===== config.mk =====
export PLATFORM = sky130hd
export DESIGN_NAME = thermo_encoder_pipe
export DESIGN_NICKNAME = d
export VERILOG_FILES = /design/src/rtl/thermo_encoder_pipe.sv
export SDC_FILE = /design/constraint.sdc
export NUM_CORES = 1
export LEC_CHECK = 0
export CELL_PAD_IN_SITES_DETAIL_PLACEMENT = 1
export CELL_PAD_IN_SITES_GLOBAL_PLACEMENT = 1
export CORE_ASPECT_RATIO = 0.7
export CORE_UTILIZATION = 43
export CTS_BUF_LIST = sky130_fd_sc_hd__clkbuf_4 sky130_fd_sc_hd__clkbuf_8
export CTS_CLUSTER_SIZE = 40
export DETAILED_ROUTE_END_ITERATION = 6
export GPL_TIMING_DRIVEN = 0
export PLACE_DENSITY = 0.88
export RECOVER_POWER = 100
export SLEW_MARGIN = 20
export SYNTH_ARGS = -nofsm -noshare
export SYNTH_HDL_FRONTEND = slang
export SYNTH_SLANG_ARGS = --single-unit

===== constraint.sdc =====
create_clock -name clk -period 4.61 [get_ports clk]
set_input_delay 0.922 -clock clk [delete_from_list [all_inputs] [get_ports clk]]
set_output_delay 0.922 -clock clk [all_outputs]
set_load 0.05 [all_outputs]

===== src/rtl/thermo_encoder_pipe.sv =====
// Pipelined thermometer-to-binary encoder for the TDC fine-time path (capture, check/correct, count).
// Define THERMO_BUBBLE_CORRECT_EN to enable the 3-tap majority bubble filter in stage 1.
module thermo_encoder_pipe #(
  parameter int unsigned N_TAPS = 32,
  parameter int unsigned BIN_W  = $clog2(N_TAPS + 1)
) (
  input  logic              clk,
  input  logic              rst_n,
  input  logic              in_valid,
  input  logic [N_TAPS-1:0] thermo,
  output logic              out_valid,
  output logic [BIN_W-1:0]  bin,
  output logic              bubble_err,
  output logic              overflow
);

  logic [N_TAPS-1:0] s0_data;
  logic              s0_valid;
  logic [N_TAPS-1:0] s1_data;
  logic [N_TAPS-1:0] s1_next;
  logic              s1_valid;
  logic              s1_err;
  logic              raw_err;
  logic [BIN_W-1:0]  ones;

  // A 0 tap followed by a 1 tap anywhere means the raw sample is not a clean code.
  always_comb begin
    raw_err = |(~s0_data[N_TAPS-2:0] & s0_data[N_TAPS-1:1]);
  end

`ifdef THERMO_BUBBLE_CORRECT_EN
  // Virtual tap below bit 0 reads as 1, virtual tap above the top reads as 0.
  logic [N_TAPS+1:0] ext;
  always_comb begin
    ext     = {1'b0, s0_data, 1'b1};
    s1_next = '0;
    for (int unsigned i = 0; i < N_TAPS; i++) begin
      s1_next[i] = (ext[i] & ext[i+1]) | (ext[i] & ext[i+2]) | (ext[i+1] & ext[i+2]);
    end
  end
`else
  always_comb begin
    s1_next = s0_data;
  end
`endif

  always_comb begin
    ones = '0;
    for (int unsigned i = 0; i < N_TAPS; i++) begin
      ones = ones + BIN_W'(s1_data[i]);
    end
  end

  always_ff @(posedge clk or negedge rst_n) begin
    if (!rst_n) begin
      s0_data    <= '0;
      s0_valid   <= 1'b0;
      s1_data    <= '0;
      s1_valid   <= 1'b0;
      s1_err     <= 1'b0;
      out_valid  <= 1'b0;
      bin        <= '0;
      bubble_err <= 1'b0;
      overflow   <= 1'b0;
    end else begin
      s0_valid <= in_valid;
      if (in_valid) begin
        s0_data <= thermo;
      end

      s1_valid <= s0_valid;
      if (s0_valid) begin
        s1_data <= s1_next;
        s1_err  <= raw_err;
      end

      // Outputs only move on a real result so they hold through gaps.
      out_valid <= s1_valid;
      if (s1_valid) begin
        bin        <= ones;
        overflow   <= (s1_data == '1);
        bubble_err <= s1_err;
      end
    end
  end

endmodule


==> flow_summary_export.csv, run 1 <==
group,metric,value,unit
setup_path,crit_type,"flop to flop",
setup_path,startpoint_type,"flop",
setup_path,worstPathRequired,4.85,ns
placed_design,hpwl,6900,µm
status,status,"finished, violations left",
drt,firstDrtPassIters,4,
sta,fin_skew,0.0153,ns
setup_path,crit_buf_inv,4,
global_routing,antenna_found_initial,0,
power_and_ir_drop,power.net_switching,1.67,mW
floorplanning,die_area,9160,µm²
power_and_ir_drop,p_seq_frac,0.208,
setup_path,path_max_fanout,2,
sta,max_freq,212,MHz
logic_synthesis,avgSynthCellArea,12.7,µm²
logic_synthesis,synth_cell_types,27,
floorplanning,io_pins,44,
setup_path,critPathTopFamily,"adder cells",
logic_synthesis,synth-simple-area-share,0.0690,
power_and_ir_drop,share_comb_of_total_power,0.667,
logic_synthesis,yosysTopAreaCellShare,0.504,
drt,totalWireLength,8800,µm
layout,nets,422,
setup_path,arrival,4.95,ns
setup_path,worstPathCellList,"inv_2 > fa_1 > inv_2 > fa_1 > fa_2 > fa_2 > fa_1 > inv_1 > fa_1 > inv_1 > ha_1 > a21o_1 > a21o_1 > xor2_1 > mux2_4",
placed_design,place.gp.congestion,0.875,
placed_design,preCtsSetupSlack,-0.178,ns
sta,period_needed,4.71,ns
layout,fillers,888,
setup_path,cp_common_cell,"fa_1",
floorplanning,die_w,114,µm
setup_path,crit_path_max_incr_delay,0.56,ns
logic_synthesis,synthXorXnorAreaFrac,0.00464,
floorplanning,initial_utilization,0.445,
logic_synthesis,synthTopCellsByArea,"dfrtp_1 (50%), mux2_2 (16%), fa_1 (13%)",
clock_network,clkTransAtPathRegs,0.08,ns
sta,maxSlewHeadroom,-0.660,
power_and_ir_drop,vdd_ir_drop_max,0.000765,V
drt,antenna_left,0,
sta,hold_viol,0,
global_routing,grt_pass1_vias,2753,
power_and_ir_drop,p_sw_frac,0.394,
drt,wl_per_cell,18.4,µm
power_and_ir_drop,p_leak,2.01,nW
clock_network,numClockSinks,76,
clock_network,tritoncts,"done",
setup_path,reg2reg_depth,15,
floorplanning,core_area,8480,µm²
layout,area_delta_synth_final,22.6,%
logic_synthesis,yosysTopAreaCell,"dfrtp_1",
power_and_ir_drop,intPower,2.57,mW
logic_synthesis,netlist_instances,297,
global_routing,track_usage,0.218,
layout,drive_above_1_share,0.259,
floorplanning,rows,28,
hold_path,worstHoldStart,"s0_valid",
logic_synthesis,yosysWarnings,0,
global_routing,gr-total-overflow,0,
logic_synthesis,synthAdderAreaFrac,0.154,
status,violations,"capacitance limit, slew limit, setup timing",
setup_path,end_kind,"flop",
setup_path,cpMaxStageDelayCell,"fa_1",
sta,final_max_slew_viol_count,58,
setup_path,cp.depth,15,
sta,setup_violations,3,
drt,first_iter_violations,125,
clock_network,cts_made_buffers,9,
drt,drc_errors,0,
sta,min_period_over_period,1.02,
logic_synthesis,ys_async_sr_fraction,1.00,
logic_synthesis,synth_flop_cell,"dfrtp_1",
floorplanning,die_h,80.4,µm
clock_network,clk-insertion-delay-late,0.37,ns
logic_synthesis,yosysSeqAreaShare,0.504,
setup_path,worstSetupEndpoint,"bin[3]",
logic_synthesis,synth-compound-area-share,0.0521,
logic_synthesis,ys_ff_latch,76,
drt,via_per_inst,5.14,
clock_network,cts_hold_buf,0,
sta,setup_slack,-0.0980,ns
global_routing,grt_start_max_net_pins,58,
setup_path,critPathLaunch,"s1_data[15]",
power_and_ir_drop,power_density,915,nW/µm²
placed_design,post-place-cells,461,
setup_path,reg2reg_from,"s1_data[15]",
setup_path,reg2reg_setup_slack,-0.1,ns
clock_network,h-tree-depth,3,
clock_network,root_buffer,"clkbuf_8",
logic_synthesis,synth_top_family_by_area,"multiplexers",
setup_path,regToRegEndpoint,"bin[3]",
logic_synthesis,synth_nets,364,
global_routing,grt_pass1_wl,14400,µm
drt,vias,2461,
layout,diodes,0,
job,maxCapViolCount,1,
layout,finalNonFillerCells,479,
sta,rsz0062_at_grt,"true",
hold_path,worst_hold_path_type,"flop to flop",
logic_synthesis,synth_edf_count,0,
logic_synthesis,muxShareOfSynthArea,0.168,
logic_synthesis,synth_area,3770,µm²
sta,worst_pin_slew,2.49,ns
clock_network,cts_max_path_buffers,2,
power_and_ir_drop,pwr-share-clk,0.125,
placed_design,port_buffers,43,
## how the worst min path moves through the flow
stage                     depth (start not counted)  endpoint  slack, ns
after global placement                            0  s1_valid       0.37
after detailed placement                          0  s1_valid       0.37
after global routing                              0  s1_valid       0.41
after floorplan                                   0  s1_valid       0.35
final                                             0  s1_valid       0.38
after CTS                                         0  s1_valid       0.38
## per-stage QoR
stage	utilization	instance area [µm²]	hold slack (ns)	power [mW]	setup TNS, ns
4_1_cts	0.543	4610	0.382	4.00	-0.424
3_3_place_gp	0.514	4360	0.374	3.17	-0.145
3_5_place_dp	0.517	4390	0.370	3.33	-0.511
6_report	0.546	4630	0.383	4.23	-0.209
5_1_grt	0.546	4630	0.411	4.67	-0.748
2_1_floorplan	-	3780	0.349	2.77	0
## power groups by stage
| stage | sequential (mW) | combinational [mW] | clock, mW |
|---|---|---|---|
| finish | 0.881 | 2.82 | 0.530 |
| global route | 0.893 | 3.21 | 0.567 |
| CTS | 0.878 | 2.58 | 0.542 |
| detailed placement | 0.891 | 2.44 | 0 |
| global placement | 0.883 | 2.29 | 0 |
| floorplan | 0.941 | 1.82 | 0 |
## cell families (layout without fill, tap and decap cells)
group	after synthesis	in the layout
simple gates	52	52
flops	76	76
fa+ha+maj	32	32
xor+xnor	2	2
mux	56	56
buf+inv	45	107
compound gates	34	34
## layer usage
| metal | track usage | share of wire | vias to the layer above |
|---|---|---|---|
| li1 | - | - | 1111 |
| met1 | 0.278 | 0.45 | 1272 |
| met2 | 0.359 | 0.49 | 61 |
| met3 | 0.0543 | 0.042 | 17 |
| met4 | 0.0857 | 0.021 | 0 |
| met5 | 0 | 0 | - |
## cell usage after synthesis, drive strengths merged, types with 3 or more instances
cell type  count
nor4           5
nand2b         9
ha             8
dfrtp         76
fa            24
a21oi          9
nand4          8
mux2          55
nand2         15
buf            8
o21ai         15
nor2          11
o2111ai        3
inv           35
## sequential cells by signal (all words and copies together), names as in the netlist
signal,flops
s1_data,32
s1_err,1
bin,6
s0_valid,1
out_valid,1
s1_valid,1
s0_data,32
bubble_err,1
overflow,1
## placed cells by master, fill, tap and decap left out, drive strengths merged
cell type,n
clkinvlp,1
dlymetal6s4s,1
xnor2,1
o2111ai,3
buf,10
o22ai,2
nor4,5
clkbuf,16
a21oi,9
mux2i,1
clkinv,1
o311ai,1
a21o,2
o21ai,15
xor2,1
clkdlybuf4s50,41
o21a,1
nand2b,9
dfrtp,76
nand4,8
ha,8
a31oi,1
nand2,15
and2,2
nor2b,2
dlygate4sd3,1
mux2,55
fa,24
inv,35
bufinv,1
nor2,11
## cell type report
type / instances / area (µm²) / share of cell area
multi-input cells: 176 / 1730 / 0.373
plain buffers: 10 / 51.3 / 0.0111
inverters: 35 / 131 / 0.0284
well taps: 120 / 150 / 0.0324
clock inverters: 3 / 46.3 / 0.0100
repair buffers: 47 / 459 / 0.0992
flip-flops and latches: 76 / 1900 / 0.411
clock buffers: 12 / 159 / 0.0343
## repair_timing
item	in CTS	in global routing
pin swaps	11	2
hold endpoints to repair	0	0
setup endpoints to repair	4	5
buffers inserted	1	2
resized for setup	5	9
No activity file was read; power rests on OpenSTA's default activity.
==> inputs of run 2 (changes only) <==
--- a/config.mk
+++ b/config.mk
@@ -5,15 +5,16 @@
 export SDC_FILE = /design/constraint.sdc
 export NUM_CORES = 1
 export LEC_CHECK = 0
+export CAP_MARGIN = 20
 export CELL_PAD_IN_SITES_DETAIL_PLACEMENT = 1
 export CELL_PAD_IN_SITES_GLOBAL_PLACEMENT = 1
 export CORE_ASPECT_RATIO = 0.7
-export CORE_UTILIZATION = 43
+export CORE_UTILIZATION = 47
 export CTS_BUF_LIST = sky130_fd_sc_hd__clkbuf_4 sky130_fd_sc_hd__clkbuf_8
 export CTS_CLUSTER_SIZE = 40
 export DETAILED_ROUTE_END_ITERATION = 6
 export GPL_TIMING_DRIVEN = 0
-export PLACE_DENSITY = 0.88
+export PLACE_DENSITY = 0.91
 export RECOVER_POWER = 100
 export SLEW_MARGIN = 20
 export SYNTH_ARGS = -nofsm -noshare
==> constraint.sdc (replaced) <==
create_clock -name clk -period 4.6 [get_ports clk]
set_input_delay 0.92 -clock clk [delete_from_list [all_inputs] [get_ports clk]]
set_output_delay 0.92 -clock clk [all_outputs]
set_load 0.05 [all_outputs]
==> run 2 against run 1 <==
  * The flow still finishes with violations (capacitance limit, slew limit, setup timing)
  * Cell count shrank 2.7%
  * Routed wire length rose by 16%
  * Non-clock buffer count rose by 8
  * Count of clock-buffer cells in the layout down 1
  * Die area fell by 8.3%
  * Critical path type unchanged
  * Critical endpoint unchanged
  * Highest routed layer unchanged
==> flow_summary_export.csv, run 2 (synthesized netlist as in run 1, its figures left out) <==
group,metric,value,unit
status,status,"finished, violations left",
status,violations,"capacitance limit, slew limit, setup timing",
drt,antenna_left,0,
setup_path,critPathTopFamily,"adder cells",
sta,max_freq,208,MHz
sta,maxSlewHeadroom,-0.273,
floorplanning,die_area,8400,µm²
setup_path,crit_buf_inv,4,
layout,reg_top3,"s0_data x32, s1_data x32, bin x6",
floorplanning,rows,26,
drt,wl_per_cell,21.9,µm
clock_network,tritoncts,"done",
layout,area_delta_synth_final,22.7,%
sta,final_max_slew_viol_count,79,
setup_path,path_max_fanout,2,
hold_path,whs_endpoint,"s1_valid",
setup_path,worstPathCellList,"inv_2 > fa_1 > inv_2 > fa_2 > fa_2 > fa_2 > fa_1 > inv_2 > fa_1 > inv_1 > ha_1 > a21o_1 > a21o_1 > xor2_1 > mux2_4",
floorplanning,core_area,7510,µm²
placed_design,hpwl,7500,µm
sta,finalSetupTns,-0.702,ns
hold_path,worstHoldStart,"s0_valid",
drt,totalWireLength,10200,µm
layout,seqCellArea,1900,µm²
global_routing,met3_usage,0.0646,
hold_path,worst_hold_path_type,"flop to flop",
layout,drive_above_1_share,0.266,
setup_path,reg2reg_depth,15,
setup_path,end_kind,"flop",
drt,via_per_inst,5.60,
global_routing,grt_pass1_wl,15900,µm
setup_path,reg2reg_setup_slack,-0.21,ns
floorplanning,initial_utilization,0.502,
layout,diodes,0,
clock_network,cts_hold_buf,0,
placed_design,place.gp.congestion,0.824,
clock_network,clk-insertion-delay-late,0.35,ns
global_routing,gr-usage-met2,0.435,
global_routing,grt_pass1_vias,2966,
drt,drc_errors,0,
setup_path,crit_path_max_incr_delay,0.60,ns
setup_path,startpoint_type,"flop",
sta,setup_slack,-0.213,ns
sta,rsz0062_at_grt,"true",
sta,worst_pin_slew,1.91,ns
sta,hold_viol,0,
setup_path,reg2reg_from,"s1_data[3]",
setup_path,cpMaxStageDelayCell,"fa_1",
clock_network,clkTransAtPathRegs,0.08,ns
sta,fin_skew,0.00839,ns
global_routing,antenna_found_initial,0,
job,maxCapViolCount,2,
placed_design,preCtsSetupSlack,-0.304,ns
setup_path,worstPathRequired,4.83,ns
clock_network,h-tree-depth,3,
setup_path,crit_type,"flop to flop",
sta,min_period_over_period,1.05,
global_routing,track_usage,0.263,
clock_network,root_buffer,"clkbuf_8",
drt,firstDrtPassIters,4,
sta,setup_violations,5,
layout,multiInputGateArea,1710,µm²
layout,nets,430,
setup_path,regToRegEndpoint,"bin[3]",
hold_path,hold_depth,0,
setup_path,arrival,5.04,ns
drt,vias,2610,
clock_network,cts_max_path_buffers,2,
sta,period_needed,4.81,ns
layout,fillers,769,
layout,layout_common_cells,"dfrtp_1 (74), mux2_2 (50), clkdlybuf4s50_1 (32)",
clock_network,cts_made_buffers,9,
global_routing,use_met1,0.336,
drt,first_iter_violations,116,
floorplanning,io_pins,44,
floorplanning,die_w,109,µm
global_routing,busiest_layer,"met2",
floorplanning,die_h,77.0,µm
layout,final_core_util,0.616,
global_routing,grt_start_max_net_pins,43,
clock_network,numClockSinks,76,
layout,final_common_cell,"dfrtp_1",
global_routing,gr-total-overflow,0,
placed_design,port_buffers,43,
## run 2: changes by cell type in the layout (fill, tap and decap cells not counted), sizes merged
cell / previous run / this run
clkdlybuf4s50: 41 / 32
dlygate4sd3: 1 / 10
clkbuf: 16 / 21
buf: 10 / 12
clkdlybuf4s25: 0 / 1
clkinv: 1 / 2
dlymetal6s4s: 1 / 0
inv: 35 / 36
## run 2: cell type report
class                           instances  area share
Buffer                                 10     0.00838
Clock inverter                          5      0.0130
Timing Repair Buffer                   55       0.112
Multi-Input combinational cell        176       0.369
Clock buffer                           11      0.0314
Sequential cell                        76       0.411
Tap cell                               98      0.0265
Inverter                               35      0.0284
## run 2: worst max-delay path by stage
stage	start	to	slack [ns]	cells past startpoint
2_1_floorplan	s1_data[0]	bin[3]	0.02	15
3_3_place_gp	s1_data[17]	bin[3]	-0.11	13
3_5_place_dp	s1_data[0]	bin[3]	-0.30	15
4_1_cts	s1_data[3]	bin[3]	-0.12	15
5_1_grt	s1_data[3]	bin[3]	-0.33	15
6_report	s1_data[3]	bin[3]	-0.21	15
## run 2: repair_timing
item,CTS,global route
endpoints found under the setup margin,4,5
resized for setup,11,6
pin swaps,10,6
buffers inserted,5,6
## run 2: stage by stage
step,hold slack [ns],instance area [µm²],std cells
3_5_place_dp,0.399,4350,439
3_3_place_gp,0.368,4330,438
2_1_floorplan,0.349,3780,297
6_report,0.430,4630,466
4_1_cts,0.421,4610,460
5_1_grt,0.431,4630,466
## run 2: routing by layer
layer | up-vias | part of all wire
met5 | - | 0
met3 | 30 | 0.059
met1 | 1352 | 0.40
met4 | 0 | 0.030
li1 | 1128 | -
met2 | 100 | 0.51
## run 2: worst reg2reg max path, cell delays in order (launching register included)
cell and delay, ns:
dfrtp_1 0.38, inv_2 0.06, fa_1 0.60, inv_2 0.05
fa_2 0.55, fa_2 0.45, fa_2 0.36, fa_1 0.57
inv_2 0.05, fa_1 0.53, inv_1 0.06, ha_1 0.27
a21o_1 0.17, a21o_1 0.18, xor2_1 0.15, mux2_4 0.26
Power of run 2 is not shown: default switching activity piles up to over one toggle a cycle in this logic, so the estimate is an artifact.
==> inputs of run 3 (changes only) <==
--- a/config.mk
+++ b/config.mk
@@ -11,10 +11,10 @@
 export CORE_ASPECT_RATIO = 0.7
 export CORE_UTILIZATION = 47
 export CTS_BUF_LIST = sky130_fd_sc_hd__clkbuf_4 sky130_fd_sc_hd__clkbuf_8
-export CTS_CLUSTER_SIZE = 40
+export CTS_CLUSTER_SIZE = 25
 export DETAILED_ROUTE_END_ITERATION = 6
 export GPL_TIMING_DRIVEN = 0
-export PLACE_DENSITY = 0.91
+export PLACE_DENSITY = 0.85
 export RECOVER_POWER = 100
 export SLEW_MARGIN = 20
 export SYNTH_ARGS = -nofsm -noshare
==> run 3 against run 2 <==
  * The run still ends with capacitance limit, slew limit, setup timing left
  * Critical path type unchanged
  * Worst hold slack worse by 0.039 ns
  * Non-clock buffer count fell by 2
  * Register-to-register slack gained 0.18 ns
  * First-iteration DRC count shrank 11%
  * Cell area rose by 0.59%
  * Count of clock-buffer cells in the layout did not move
  * Largest cell class unchanged
  * Cell count decreased by 0.64%
==> flow_summary_export.csv, run 3 (synthesized netlist as in run 1, its figures left out) <==
group,metric,value,unit
sta,period_needed,4.63,ns
setup_path,crit_type,"flop to flop",
layout,fillers,751,
hold_path,worst_hold_path_type,"flop to flop",
placed_design,post-place-cells,439,
global_routing,grt_start_max_net_pins,57,
clock_network,cts_hold_buf,0,
drt,totalWireLength,8940,µm
floorplanning,io_pins,44,
clock_network,clk-insertion-delay-late,0.35,ns
floorplanning,initial_utilization,0.502,
setup_path,end_kind,"flop",
layout,drive_above_1_share,0.293,
layout,reg_top3,"s0_data x32, s1_data x32, bin x6",
setup_path,path_max_fanout,3,
sta,fin_skew,0.00972,ns
sta,min_period_over_period,1.01,
layout,final_core_util,0.620,
setup_path,worstPathRequired,4.83,ns
floorplanning,rows,26,
sta,worst_pin_slew,2.44,ns
drt,wl_per_cell,19.3,µm
drt,via_per_inst,5.47,
status,violations,"capacitance limit, slew limit, setup timing",
drt,first_iter_violations,103,
drt,antenna_left,0,
layout,nets,428,
clock_network,h-tree-depth,3,
global_routing,use_met1,0.323,
setup_path,arrival,4.86,ns
layout,finalNonFillerCells,463,
floorplanning,die_area,8400,µm²
layout,area_delta_synth_final,23.4,%
floorplanning,core_area,7510,µm²
setup_path,cpMaxStageDelayCell,"fa_1",
setup_path,worstPathCellList,"fa_1 > fa_2 > fa_1 > fa_2 > fa_1 > inv_1 > fa_2 > inv_2 > ha_4 > inv_2 > fa_2 > nor2b_2 > o21a_1 > o21ai_2 > o311ai_2",
placed_design,place.gp.congestion,0.789,
global_routing,grt_pass1_wl,14900,µm
layout,final_common_cell,"dfrtp_1",
clock_network,root_buffer,"clkbuf_8",
sta,rsz0062_at_grt,"true",
global_routing,track_usage,0.243,
global_routing,met3_usage,0.0553,
drt,vias,2532,
global_routing,antenna_found_initial,0,
layout,layout_common_cells,"dfrtp_1 (74), mux2_2 (53), clkdlybuf4s50_1 (41)",
global_routing,busiest_layer,"met2",
floorplanning,die_w,109,µm
layout,diodes,0,
drt,firstDrtPassIters,4,
sta,hold_ws,0.391,ns
sta,hold_viol,0,
clock_network,cts_made_buffers,9,
setup_path,startpoint_type,"flop",
clock_network,cts_max_path_buffers,2,
clock_network,numClockSinks,76,
sta,final_max_slew_viol_count,57,
status,status,"finished, violations left",
sta,setup_slack,-0.0308,ns
placed_design,port_buffers,43,
sta,maxSlewHeadroom,-0.626,
clock_network,clkTransAtPathRegs,0.08,ns
placed_design,hpwl,6900,µm
global_routing,gr-total-overflow,0,
setup_path,crit_path_max_incr_delay,0.59,ns
sta,setup_violations,3,
sta,max_freq,216,MHz
global_routing,gr-usage-met2,0.397,
setup_path,cp_common_cell,"fa_2",
drt,drc_errors,0,
global_routing,grt_pass1_vias,2869,
job,maxCapViolCount,1,
clock_network,tritoncts,"done",
floorplanning,die_h,77.0,µm
-- run 3: cell types whose count changed in the layout (fill, tap and decap cells not counted), sizes merged --
cell | previous run | this run
buf | 12 | 16
clkinvlp | 1 | 2
clkdlybuf4s50 | 32 | 41
clkbuf | 21 | 15
clkdlybuf4s25 | 1 | 0
dlymetal6s4s | 0 | 1
dlygate4sd3 | 10 | 1
bufinv | 1 | 0
clkinv | 2 | 1
-- run 3: per-stage QoR --
stage	worst slack, ns	TNS (ns)	cell area [µm²]
after floorplan	0.0153	0	3780
after detailed placement	-0.241	-0.547	4360
after global routing	-0.222	-0.870	4660
final	-0.0308	-0.0671	4660
after CTS	-0.0505	-0.0918	4610
after global placement	-0.117	-3.69	4330
-- run 3: cell type report --
class | instances | area (µm²) | share of cell area
Clock inverter | 4 | 32.5 | 0.00699
Inverter | 35 | 131 | 0.0282
Buffer | 10 | 51.3 | 0.0110
Multi-Input combinational cell | 176 | 1760 | 0.378
Timing Repair Buffer | 53 | 504 | 0.108
Sequential cell | 76 | 1900 | 0.409
Tap cell | 98 | 123 | 0.0263
Clock buffer | 11 | 151 | 0.0325
-- run 3: repair_timing --
action | 4_1_cts | 5_1_grt
gates resized for setup | 14 | 7
pin swaps | 14 | 7
setup endpoints to repair | 4 | 5
buffers inserted | 5 | 4
endpoints found under the hold margin | 0 | 0
-- run 3: metal layers --
layer	share of wire	routed length [µm]	vias up
li1	-	-	1127
met1	0.43	3830	1328
met2	0.50	4510	62
met3	0.050	449	15
met4	0.016	146	0
met5	0	0	-
-- run 3: path summary, 6_finish.rpt --
path | start | to | slack, ns | cells after the start
max reg2reg | s1_data[27] | bin[4] | -0.03 | 15
min reg2reg | s0_valid | s1_valid | 0.39 | 0
min in group asynchronous | rst_n | s1_data[15] | 0.78 | 1
min | s0_valid | s1_valid | 0.39 | 0
max | s1_data[27] | bin[4] | -0.03 | 15
max in group asynchronous | rst_n | s1_data[17] | 0.63 | 2
-- run 3: worst max-delay path, delay by kind of cell, from the launching register on --
family | cells | cell delay (ns)
DFF | 1 | 0.43
and+or+nand+nor | 1 | 0.05
buffers and inverters | 3 | 0.14
AOI/OAI and AO/OA | 3 | 0.41
adders and majority gates | 8 | 3.49
Power of run 3 is left out for the same reason.
==> RTL edit, RTL diff (config.mk and constraints of run 2) <==
The option `THERMO_BUBBLE_CORRECT_EN` is turned on by a define.
--- a/src/rtl/thermo_encoder_pipe.sv
+++ b/src/rtl/thermo_encoder_pipe.sv
@@ -2,2 +2,4 @@
 // Define THERMO_BUBBLE_CORRECT_EN to enable the 3-tap majority bubble filter in stage 1.
+`define THERMO_BUBBLE_CORRECT_EN
+
 module thermo_encoder_pipe #(
Behaviour: not the same (a bounded check fails within 4 cycles, from zero or initial values and one cycle with rst_n low).
==> RTL edit against run 2 <==
The flow still finishes with violations (capacitance limit, slew limit, setup timing). Worst setup slack improved by 0.012 ns. Routed wire length grew 10%. Cell area grew 5.9%. Sequential cell count did not move. Synthesized area rose by 7.7%. Clock skew increased by 0.0085 ns. Via count increased by 14%. Highest routed layer unchanged.
Power is not shown: default switching activity piles up to over one toggle a cycle in this logic, so the estimate is an artifact.
==> RTL edit: results (changes against run 2) <==
The checks that failed: capacitance limit, slew limit, setup timing. The sequential area share after synthesis is 0.468 (-0.0359). The global-route usage over all layers is 0.264 (+0.000558). The data arrival time of the critical path came to 5.07 ns (+0.03 ns). The via count of the first global-routing pass is 3290 (+11%).

The insertion delay to the later sink of the worst-skew pair is 0.39 ns (+0.04 ns). The worst hold path begins at s1_valid$_DFF_PN0_. The number of max-slew violations in the final report came out at 56 (-29%). The final HPWL from detailed placement is 7.68 mm (+2.4%). The number of cells on the worst reg-to-reg path is 18 (+3). The slowest stage of the critical path belongs to the cell fa_1. The number of vias per cell after detailed routing was 5.83 (+4.1%). The via count is 2963 (+14%). The total setup violations reported at the end of the flow came out at 4 (-1). The worst setup timing slack at the placement stage came to -0.324 ns (-0.0196 ns). The count of distinct cell types in the synthesized netlist came out at 27 (unchanged). The worst clock skew on the final layout came out at 0.0169 ns (+0.00847 ns).

The most critical setup path has its endpoint at bin[4]$_DFFE_PN0P_. The number of cells in the design after placement came out at 485 (+10%). The post-detailed-route wirelength per cell came to 22.1 µm (+0.87%). The final net count came to 469 (+9.1%). Ranked by instance count, the synthesized netlist is headed by dfrtp_1, mux2_2, inv_1. The maximum number of pins on one net before global-route repair is 56 (+30%). The DRC violation total after the first TritonRoute iteration is 133 (+15%).

The count of max-cap constraint violations is 1 (-1). The net count after synthesis came to 407 (+12%). The final weighted congestion of routability-driven global placement came to 0.791 (-4.0%). The worst slack on hold paths is 0.383 ns (-0.0476 ns). The delay of the slowest critical-path stage is 0.55 ns (-0.05 ns). The slew at the pin closest to its max-slew limit came out at 2.51 ns (+0.596 ns). The startpoint identified for the worst register-to-register timing path is s1_data[15]$_DFFE_PN0P_. The mean instance size in the synthesized netlist came out at 11.9 µm² (-6.0%). By area the synthesized netlist is led by dfrtp_1, mux2_2, fa_1, maj3_1, inv_1. The clock transition time at the flip-flop clock pins of the worst setup and hold paths is 0.10 ns (+0.02 ns). The maximum net fanout on the critical path is 2 (unchanged).

The minimum setup slack in the final design is -0.202 ns (+0.0118 ns). The end of the worst hold path is out_valid$_DFF_PN0_. The global-route wire length before repair came out at 17.3 mm (+8.6%). The flow ran to the end, but the final reports show violations. The fraction of final layout cells with drive strength greater than 1 came to 0.224 (-0.0427).
==> RTL edit: what timing repair did <==
action	in CTS	in global routing
endpoints found under the hold margin	0	0
resized for setup	6	5
endpoints found under the setup margin	4	5
buffers inserted	4	3
pin swaps	14	7
==> RTL edit: layout make-up <==
type,instances,area (µm²)
multi-input cells,208,1960
well taps,101,126
clock buffers,10,138
clock inverters,6,72.6
inverters,42,158
flip-flops and latches,76,1900
plain buffers,14,56.3
fillers,846,3210
repair buffers,51,489
==> RTL edit: logic make-up (layout without fill, tap and decap cells) <==
family	Yosys count	after routing	share of synthesized area
compound gates	58	58	0.0801
xor+xnor	3	3	0.00647
fa+ha+maj	53	53	0.195
buf+inv	56	123	0.0545
flops	76	76	0.468
mux	53	53	0.146
simple gates	41	41	0.0502
==> RTL edit: stage by stage <==
step	setup TNS, ns	utilization	area, µm²
2_1_floorplan	-0.00490	-	4070
3_3_place_gp	-1.27	0.571	4630
3_5_place_dp	-1.00	0.574	4650
4_1_cts	-0.973	0.604	4900
5_1_grt	-1.21	0.605	4900
6_report	-0.601	0.605	4900
==> RTL edit: layer usage <==
layer / part of all wire / global-route usage / wire length (µm)
met1: 0.42 / 0.321 / 4760
met3: 0.041 / 0.0653 / 466
met4: 0.035 / 0.121 / 389
met5: 0 / 0 / 0
met2: 0.50 / 0.448 / 5620
==> RTL edit: worst register-to-register path, stage by stage, from the launching register on <==
cell	delay (ns)
dfrtp_1	0.39
inv_1	0.09
fa_1	0.49
inv_1	0.06
fa_1	0.48
fa_1	0.55
fa_2	0.44
fa_1	0.49
inv_1	0.05
fa_1	0.42
inv_1	0.07
ha_2	0.18
inv_2	0.04
fa_2	0.34
inv_2	0.06
a21o_1	0.12
a21oi_2	0.05
xnor2_1	0.12
mux2_4	0.25
